==> src/rtl/time_keeper_pkg.sv <==
// Shared mode encodings and field limits for the time keeper.
package time_keeper_pkg;

  typedef enum logic [1:0] {
    MODE_RUN     = 2'd0,
    MODE_SET_HR  = 2'd1,
    MODE_SET_MIN = 2'd2
  } mode_e;

  localparam int MAX_SEC = 59;
  localparam int MAX_MIN = 59;

  // Split a decimal limit into its BCD tens and ones digits.
  function automatic int tens_of(int v);
    return v / 10;
  endfunction

  function automatic int ones_of(int v);
    return v % 10;
  endfunction

endpackage

==> src/rtl/time_keeper_bcd_mod_counter.sv <==
// Two-digit BCD modulo counter. It wraps from MAX_T:MAX_O to 00, and
// carry flags that wrap combinationally so the next field can chain on it.
module bcd_mod_counter #(
  parameter int TW    = 3,
  parameter int MAX_T = 5,
  parameter int MAX_O = 9
) (
  input  logic          clk,
  input  logic          rst,
  input  logic          clr,
  input  logic          inc,
  output logic [TW-1:0] tens,
  output logic [3:0]    ones,
  output logic          carry
);

  logic [TW-1:0] r_tens;
  logic [3:0]    r_ones;
  logic          w_at_max;

  assign w_at_max = (r_tens == TW'(MAX_T)) && (r_ones == 4'(MAX_O));
  assign carry    = inc & w_at_max;
  assign tens     = r_tens;
  assign ones     = r_ones;

  // Digit update: reset and clear win over increment; ones roll into tens at 9.
  always_ff @(posedge clk) begin
    if (rst || clr) begin
      r_tens <= '0;
      r_ones <= '0;
    end else if (inc) begin
      if (w_at_max) begin
        r_tens <= '0;
        r_ones <= '0;
      end else if (r_ones == 4'd9) begin
        r_tens <= r_tens + TW'(1);
        r_ones <= '0;
      end else begin
        r_ones <= r_ones + 4'd1;
      end
    end
  end

endmodule

==> src/rtl/time_keeper.sv <==
// Hours/minutes/seconds clock, advanced by the rising edges of clk1hz.
// Those edges are detected in the clk domain. A three-state mode FSM
// lets the user set the hours and the minutes.
module time_keeper
  import time_keeper_pkg::*;
#(
  parameter int MAX_HOUR = 23
) (
  input  logic       clk,
  input  logic       rst,
  input  logic       clk1hz,
  input  logic       mode_btn,
  input  logic       inc_btn,
  output logic [1:0] hr_t,
  output logic [3:0] hr_o,
  output logic [2:0] min_t,
  output logic [3:0] min_o,
  output logic [2:0] sec_t,
  output logic [3:0] sec_o,
  output logic [1:0] mode,
  output logic       day_tick
);

  logic  r_s1, r_s2;
  mode_e r_mode;
  logic  r_day_tick;

  logic w_tick;
  logic w_run, w_set_hr, w_set_min;
  logic w_sec_clr, w_sec_inc, w_min_inc, w_hr_inc;
  logic w_sec_carry, w_min_carry, w_hr_carry;

  // Synchroniser and edge detector. Reset loads 1s, so a clk1hz that is
  // already high when reset is released is not seen as an edge.
  always_ff @(posedge clk) begin
    if (rst) begin
      r_s1 <= 1'b1;
      r_s2 <= 1'b1;
    end else begin
      r_s1 <= clk1hz;
      r_s2 <= r_s1;
    end
  end

  assign w_tick    = r_s1 & ~r_s2;
  assign w_run     = (r_mode == MODE_RUN);
  assign w_set_hr  = (r_mode == MODE_SET_HR);
  assign w_set_min = (r_mode == MODE_SET_MIN);

  // mode_btn takes priority. In RUN it clears the seconds and drops any tick
  // in that cycle. In the set modes it drops a coincident inc_btn.
  assign w_sec_clr = w_run & mode_btn;
  assign w_sec_inc = w_run & w_tick & ~mode_btn;
  assign w_min_inc = (w_run & w_sec_carry) | (w_set_min & inc_btn & ~mode_btn);
  assign w_hr_inc  = (w_run & w_sec_carry & w_min_carry) |
                     (w_set_hr & inc_btn & ~mode_btn);

  bcd_mod_counter #(
    .TW   (3),
    .MAX_T(tens_of(MAX_SEC)),
    .MAX_O(ones_of(MAX_SEC))
  ) u_sec (
    .clk  (clk),
    .rst  (rst),
    .clr  (w_sec_clr),
    .inc  (w_sec_inc),
    .tens (sec_t),
    .ones (sec_o),
    .carry(w_sec_carry)
  );

  bcd_mod_counter #(
    .TW   (3),
    .MAX_T(tens_of(MAX_MIN)),
    .MAX_O(ones_of(MAX_MIN))
  ) u_min (
    .clk  (clk),
    .rst  (rst),
    .clr  (1'b0),
    .inc  (w_min_inc),
    .tens (min_t),
    .ones (min_o),
    .carry(w_min_carry)
  );

  bcd_mod_counter #(
    .TW   (2),
    .MAX_T(tens_of(MAX_HOUR)),
    .MAX_O(ones_of(MAX_HOUR))
  ) u_hr (
    .clk  (clk),
    .rst  (rst),
    .clr  (1'b0),
    .inc  (w_hr_inc),
    .tens (hr_t),
    .ones (hr_o),
    .carry(w_hr_carry)
  );

  // Mode FSM and the day_tick pulse. A full hour wrap in RUN happens only
  // through the carry chain, so that wrap sets day_tick in the same cycle
  // that the counters load 00:00:00.
  always_ff @(posedge clk) begin
    if (rst) begin
      r_mode     <= MODE_RUN;
      r_day_tick <= 1'b0;
    end else begin
      r_day_tick <= w_run & w_hr_carry;
      if (mode_btn) begin
        case (r_mode)
          MODE_RUN:    r_mode <= MODE_SET_HR;
          MODE_SET_HR: r_mode <= MODE_SET_MIN;
          default:     r_mode <= MODE_RUN;
        endcase
      end
    end
  end

  assign mode     = r_mode;
  assign day_tick = r_day_tick;

endmodule

==> config.mk <==
export PLATFORM = sky130hd
export DESIGN_NAME = time_keeper
export DESIGN_NICKNAME = d
export VERILOG_FILES = /design/src/rtl/time_keeper_pkg.sv /design/src/rtl/time_keeper_bcd_mod_counter.sv /design/src/rtl/time_keeper.sv
export SDC_FILE = /design/constraint.sdc
export NUM_CORES = 1
export LEC_CHECK = 0
export BUFFER_PORTS_ARGS = -buffer_cell sky130_fd_sc_hd__clkbuf_2
export CAP_MARGIN = 5
export CELL_PAD_IN_SITES_DETAIL_PLACEMENT = 1
export CELL_PAD_IN_SITES_GLOBAL_PLACEMENT = 2
export CORE_MARGIN = 3
export CORE_UTILIZATION = 35
export DETAILED_ROUTE_END_ITERATION = 10
export PLACE_DENSITY_LB_ADDON = 0.12
export SYNTH_ARGS = -nofsm -noshare
export SYNTH_HDL_FRONTEND = slang
export SYNTH_HIERARCHICAL = 1
export SYNTH_SLANG_ARGS = --single-unit
==> constraint.sdc <==
create_clock -name clk -period 5.1 [get_ports clk]
set_input_delay 0.51 -clock clk [delete_from_list [all_inputs] [get_ports clk]]
set_output_delay 0.51 -clock clk [all_outputs]
set_load 0.02 [all_outputs]
== Yosys cells after proc, flatten, opt, wreduce, memory -nomap -nowiden ==
Index checks and enable logic that the tools add are counted.
Storage, ports and cells
  input port bits: 5
  register bits: 25
Cells by class
  multiplexer cells: 13
  bitwise operators: 18
  add/sub/neg operators: 6
  reductions and logical operators: 11
  equal/unequal tests: 9
Operators by type and width (number)
  $mux 4: 6
  $and 1x1->1: 14
  $add 4x1->4 const B: 3
  $eq 4x4->1 const B: 3
  $mux 3: 4
  $add 3x1->3 const B: 2
  $eq 3x3->1 const B: 2
  $reduce_and 2->1: 3
  $reduce_bool 2->1: 3
  $eq 2x2->1 const B: 2
  $eq 4x2->1 const B: 1
  $mux 2: 2
  $pmux 2 s2: 1
  $logic_and 1x1->1: 3
  $add 2x1->2 const B: 1
  $eq 2x1->1 const B: 1
  $logic_not 2->1: 1
  $not 1->1: 2
  $or 1x1->1: 2
  $logic_or 1x1->1: 1

== Depth between registers and ports, before layout ==
  depth in word-level cells: 12
  gate-level depth with buffers: 14

== Cells and area by module ==
The synthesis kept the hierarchy.
By module, submodules not included
  bcd_mod_counter (u_min ...): area each 385.4 um^2, seq. area each 140.1 um^2, instances 2, cells an instance 42
  bcd_mod_counter (u_hr): area each 380.4 um^2, seq. area each 120.1 um^2, instances 1, cells an instance 44
  time_keeper: area each 225.2 um^2, seq. area each 100.1 um^2, instances 1, cells an instance 23

== Least setup slack after synthesis ==
No wires, ideal clock.
  path kind: in2reg
  start point: in mode_btn
  end point: reg u_hr.r_ones[0] (netlist: u_hr/ones[0])
  arrival: 2.914 ns
  slack: 2.085 ns
  buffers on the path: 1
  cell stages on the path: 14
  library setup time: 0.101 ns
  path through: nor4_1 and2_1 nand4b_4 nor2_1 nand2b_1 a21oi_1 nand4b_4 nor2_1 nand3b_1 a21oi_1 buf_4 nor4bb_1 a21oi_1 o41ai_1
Between the ends
  word-level cells in the longest chain between the ends: 8
RTL lines
  from (decl): RTL line time_keeper.sv:12  | input logic mode_btn,
  $not 1->1: RTL line time_keeper.sv:53  | assign w_sec_inc = w_run & w_tick & ~mode_btn;
  $and 1x1->1: RTL line time_keeper.sv:53
  net w_sec_inc: RTL line time_keeper.sv:30  | logic w_sec_clr, w_sec_inc, w_min_inc, w_hr_inc;
  $and 1x1->1: RTL line time_keeper_bcd_mod_counter.sv:22  | assign carry = inc & w_at_max;
  net w_sec_carry: RTL line time_keeper.sv:31  | logic w_sec_carry, w_min_carry, w_hr_carry;
  $and 1x1->1: RTL line time_keeper.sv:54  | assign w_min_inc = (w_run & w_sec_carry) | (w_set_min & inc_btn & ~mode_btn);
  $or 1x1->1: RTL line time_keeper.sv:54
  net w_min_inc: RTL line time_keeper.sv:30
  $and 1x1->1: RTL line time_keeper_bcd_mod_counter.sv:22
  net w_min_carry: RTL line time_keeper.sv:31
  $and 1x1->1: RTL line time_keeper.sv:55  | assign w_hr_inc = (w_run & w_sec_carry & w_min_carry) |
  $or 1x1->1: RTL line time_keeper.sv:55
  net w_hr_inc: RTL line time_keeper.sv:30
  to (signal assigned): RTL line time_keeper_bcd_mod_counter.sv:39  | r_ones <= r_ones + 4'd1;
  to (decl): RTL line time_keeper_bcd_mod_counter.sv:18  | logic [3:0] r_ones;
The timed path passes the listed nets, and every way through them passes these cells.
A chain may end at the register's enable or synchronous reset.

== Worst setup path after layout ==
  start point: reg r_mode[0] (netlist: mode[0])
  end point: reg u_hr.r_ones[0] (netlist: u_hr/ones[0])
Between the ends
  word-level cells in the longest chain between the ends: 9
RTL lines
  from (decl): RTL line time_keeper.sv:25  | mode_e r_mode;
  from (signal assigned): RTL line time_keeper.sv:105  | r_mode <= MODE_RUN;
  from (signal assigned): RTL line time_keeper.sv:111  | MODE_RUN: r_mode <= MODE_SET_HR;
  from (signal assigned): RTL line time_keeper.sv:112  | MODE_SET_HR: r_mode <= MODE_SET_MIN;
  $logic_not 2->1: RTL line time_keeper.sv:46  | assign w_run = (r_mode == MODE_RUN);
  $and 1x1->1 (2 in series): RTL line time_keeper.sv:53
  net w_sec_inc: RTL line time_keeper.sv:30
  $and 1x1->1: RTL line time_keeper_bcd_mod_counter.sv:22
  net w_sec_carry: RTL line time_keeper.sv:31
  $and 1x1->1: RTL line time_keeper.sv:54
  $or 1x1->1: RTL line time_keeper.sv:54
  net w_min_inc: RTL line time_keeper.sv:30
  $and 1x1->1: RTL line time_keeper_bcd_mod_counter.sv:22
  net w_min_carry: RTL line time_keeper.sv:31
  $and 1x1->1: RTL line time_keeper.sv:55
  $or 1x1->1: RTL line time_keeper.sv:55
  net w_hr_inc: RTL line time_keeper.sv:30
The timed path passes the listed nets, and every way through them passes these cells.

==> results.md <==
* Peak VDD IR at 0.0933 mV
* Global-route wire length before repair at roughly 5000 µm
* Final WL at 3020 µm
* Reg2reg end: u_hr/ones[0]$_SDFFE_PP0P_
* Crit Reg-Reg Startpoint: mode[0]$_SDFFE_PP0P_
* Clock Sinks at 25
* Share of cells above drive strength 1 at between 20% and 30%
* GR Util met1 at about 18%
* Hold Path End: r_s1$_SDFF_PP1_
* Synth-to-Final Area Change at 17.5%
* Placed Cells at 227
* Reg2Reg Depth at 13
* Endpoints failing setup at 0
* GR peak layer: met2
* CP cell instances: nor4_1, and2_1, nand4b_4, nor2_1, nand2b_1, a21oi_1, nand4b_4, nor2_1, nand3b_1, a21oi_1, nor4bb_1, a21oi_1, o41ai_1
* PwrDens at 208 mW/mm²
* Netlist cell types at 38
* Mapped Area at 0.00138 mm²
* Worst-Skew Late Latency at about 0.27 ns
* CTS Hold Bufs at 0
* Req. time, crit path at 5.25 ns
* Vias at approximately 1200
* Slowest-stage cell, CP: a21oi_1
* Crit path top cell by count: a21oi_1
* Period utilization at 73.9%
* Clock skew at approximately 0.011 ns
* R2R setup slack at 1.33 ns
* Worst EP arrival at between 3 and 4 ns
* Crit path launch type: register
* Starting Density at between 30% and 40%
* Final Hold Vio Count at 0
* GRT met3 Usage at under 10%
* Pwr Total at 336 µW
* IO Port Bufs at 27
* Die Width at between 60 and 70 µm
* Height of the die at 68.7 µm
* Outcome: completed
* Maximum Capacitance Violations at 0
* Buf+Inv Stages, Crit Path at 0
* Clk root buf: clkbuf_8
* Worst Tran Pin Value at about 0.7 ns
* Total iterations of the first detailed-routing run at 4
* Vias in the first global route at roughly 1100
* CTS tree: yes
* Kind of critical path: reg -> reg
* Clock edge transition at the registers on the reported setup and hold paths at approximately 0.080 ns
* Pleak at approximately 0.00070 µW
* Antenna cells at 0
* Max Fclk at roughly 270 MHz
* HP Start: clk1hz
* Max transition margin at 52.5%
* GR Util met2 at between 20% and 30%
* Endpoint type of the worst setup path: register
* Final Max Tran Viols at 0
* Final TNS setup at 0 ns
* # H-tree levels at 1
* Synth warn at 6
* RSZ-0062 raised after global routing: false
* Core Area at about 0.0037 mm²
* Initial antenna violation count at 0
* Top cell family by delay on the critical path: simple AND/OR/NAND/NOR gates
* Nets at about 200
* Seq cells post-synth at 25
* Wire per inst at roughly 13 µm
* Rows at 22
* Drt drc at 0
* Post-synthesis cell count at roughly 150
* Largest net degree at the start of global routing at 15
* RePlAce Congestion at between 0.6 and 0.7
* Post-route minimum period at between 3 and 4 ns
* # Post-CTS Setup Buffers at 0
* Total die area at 0.00472 mm²
* Synthesized area per cell at just over 9 µm²
* DR vias/cell at slightly above 5
* Tot GR Track Use at 13.9%
* DP HPWL at 2340 µm
* Ports at 28
* CP max stage delay at 0.59 ns
* 1st-iter DRT viols at 42
* Min-Delay Path Depth at 2
* Total CTS buffers at 3
* Remaining Overflow, GRT at 0
* Sequential area share after synthesis at around 36%
* Resize count post-CTS at 0
* Final ANT Viol Nets at 0
* Hold WC Path Type: in -> reg
* Largest buffer count on any clock path at 2
* Max FO, Critical Path at 9
* Non-Filler Instances at roughly 230
[kinds of logic after synthesis]
kind of cell,synth area share (%)
other cells,0.272
buf+inv,4.09
compound gates,12.7
fa+ha+maj,9.09
xor+xnor,2.55
simple gates,34.9
flops,36.4
[through the flow]
stage                     area (µm²)  hold WS [ns]  worst slack [ns]  utilization, %
after floorplan                 1390         0.408              2.09               -
after global placement          1570         0.433              1.28            42.3
after detailed placement        1570         0.437              1.13            42.3
after CTS                       1620         0.431              1.32            43.5
after global routing            1620         0.415             0.714            43.5
final                           1620         0.435              1.33            43.5
[metal layers]
| metal | wire length, µm | vias up |
|---|---|---|
| met5 | 0 | - |
| li1 | - | 596 |
| met1 | 1470 | 550 |
| met3 | 120 | 2 |
| met4 | 24 | 0 |
| met2 | 1410 | 19 |
[worst max path at each step]
stage,startpoint,end,slack (ns),cells after the start
3_3_place_gp,mode_btn,day_tick$_SDFF_PP0_,1.28,14
6_report,mode[0]$_SDFFE_PP0P_,u_hr/ones[0]$_SDFFE_PP0P_,1.33,13
3_5_place_dp,mode_btn,u_hr/ones[0]$_SDFFE_PP0P_,1.13,14
5_1_grt,mode[0]$_SDFFE_PP0P_,day_tick$_SDFF_PP0_,0.71,13
2_1_floorplan,mode_btn,u_hr/ones[0]$_SDFFE_PP0P_,2.09,14
4_1_cts,mode[0]$_SDFFE_PP0P_,u_hr/ones[0]$_SDFFE_PP0P_,1.32,13
[registers in the layout, indices dropped and copies added (netlist names)]
signal      cells
day_tick        1
mode            2
r_s1            1
r_s2            1
u_hr/ones       4
u_hr/tens       2
u_min/ones      4
u_min/tens      3
u_sec/ones      4
u_sec/tens      3
[layout make-up]
class	instances	area (µm²)
Sequential cell	25	500
Inverter	11	41.3
Clock inverter	1	5.00
Clock buffer	3	41.3
Multi-Input combinational cell	116	835
Fill cell	461	2100
Timing Repair Buffer	27	135
Tap cell	48	60.1
[report_power, final]
part	switching, µW	internal, µW
Clock	63.5	54.6
Sequential	3.13	197
Combinational	10.8	7.38
Total	77.4	259
[synthesized netlist by cell type]
master,count,area (µm²)
o31ai_1,1,7.51
o21ai_0,2,10.0
conb_1,1,3.75
inv_1,11,41.3
nor4bb_1,1,10.0
a32oi_1,1,8.76
nor4b_1,2,17.5
a211oi_1,1,7.51
dfxtp_1,25,500
and2b_1,1,7.51
nor3b_2,1,12.5
a21oi_1,17,85.1
o41ai_1,2,17.5
nand4_1,3,18.8
a311oi_1,1,8.76
nor3_1,1,5.00
or2_4,1,8.76
clkbuf_1,2,7.51
o21ba_1,1,10.0
xnor2_1,1,8.76
ha_1,10,125
nand2b_1,7,43.8
nand4b_4,2,47.6
or3b_1,6,52.6
o21ai_2,1,8.76
nand3_1,2,10.0
nor4_1,1,6.26
nor2_1,7,26.3
nand4b_2,1,15.0
nand3b_1,12,90.1
or3b_2,2,17.5
nor3b_1,2,15.0
a21boi_2,1,11.3
and2_1,1,6.26
buf_4,1,7.51
or2_2,4,25.0
xor2_1,3,26.3
nand2_1,12,45.0
[cell usage in the layout, fill, tap and decap left out, types with 2 or more instances in the layout]
master,instances
a21oi_1,17
clkbuf_2,27
clkbuf_8,3
conb_1,5
dfxtp_1,25
ha_1,10
inv_1,11
nand2_1,12
nand2b_1,7
nand3_1,2
nand3b_1,12
nand4_1,3
nand4b_4,2
nor2_1,7
nor3b_1,2
nor4b_1,2
o21ai_0,2
o41ai_1,2
or2_2,4
or3b_1,6
or3b_2,2
xor2_1,3
No activity file was read; power rests on OpenSTA's default activity.
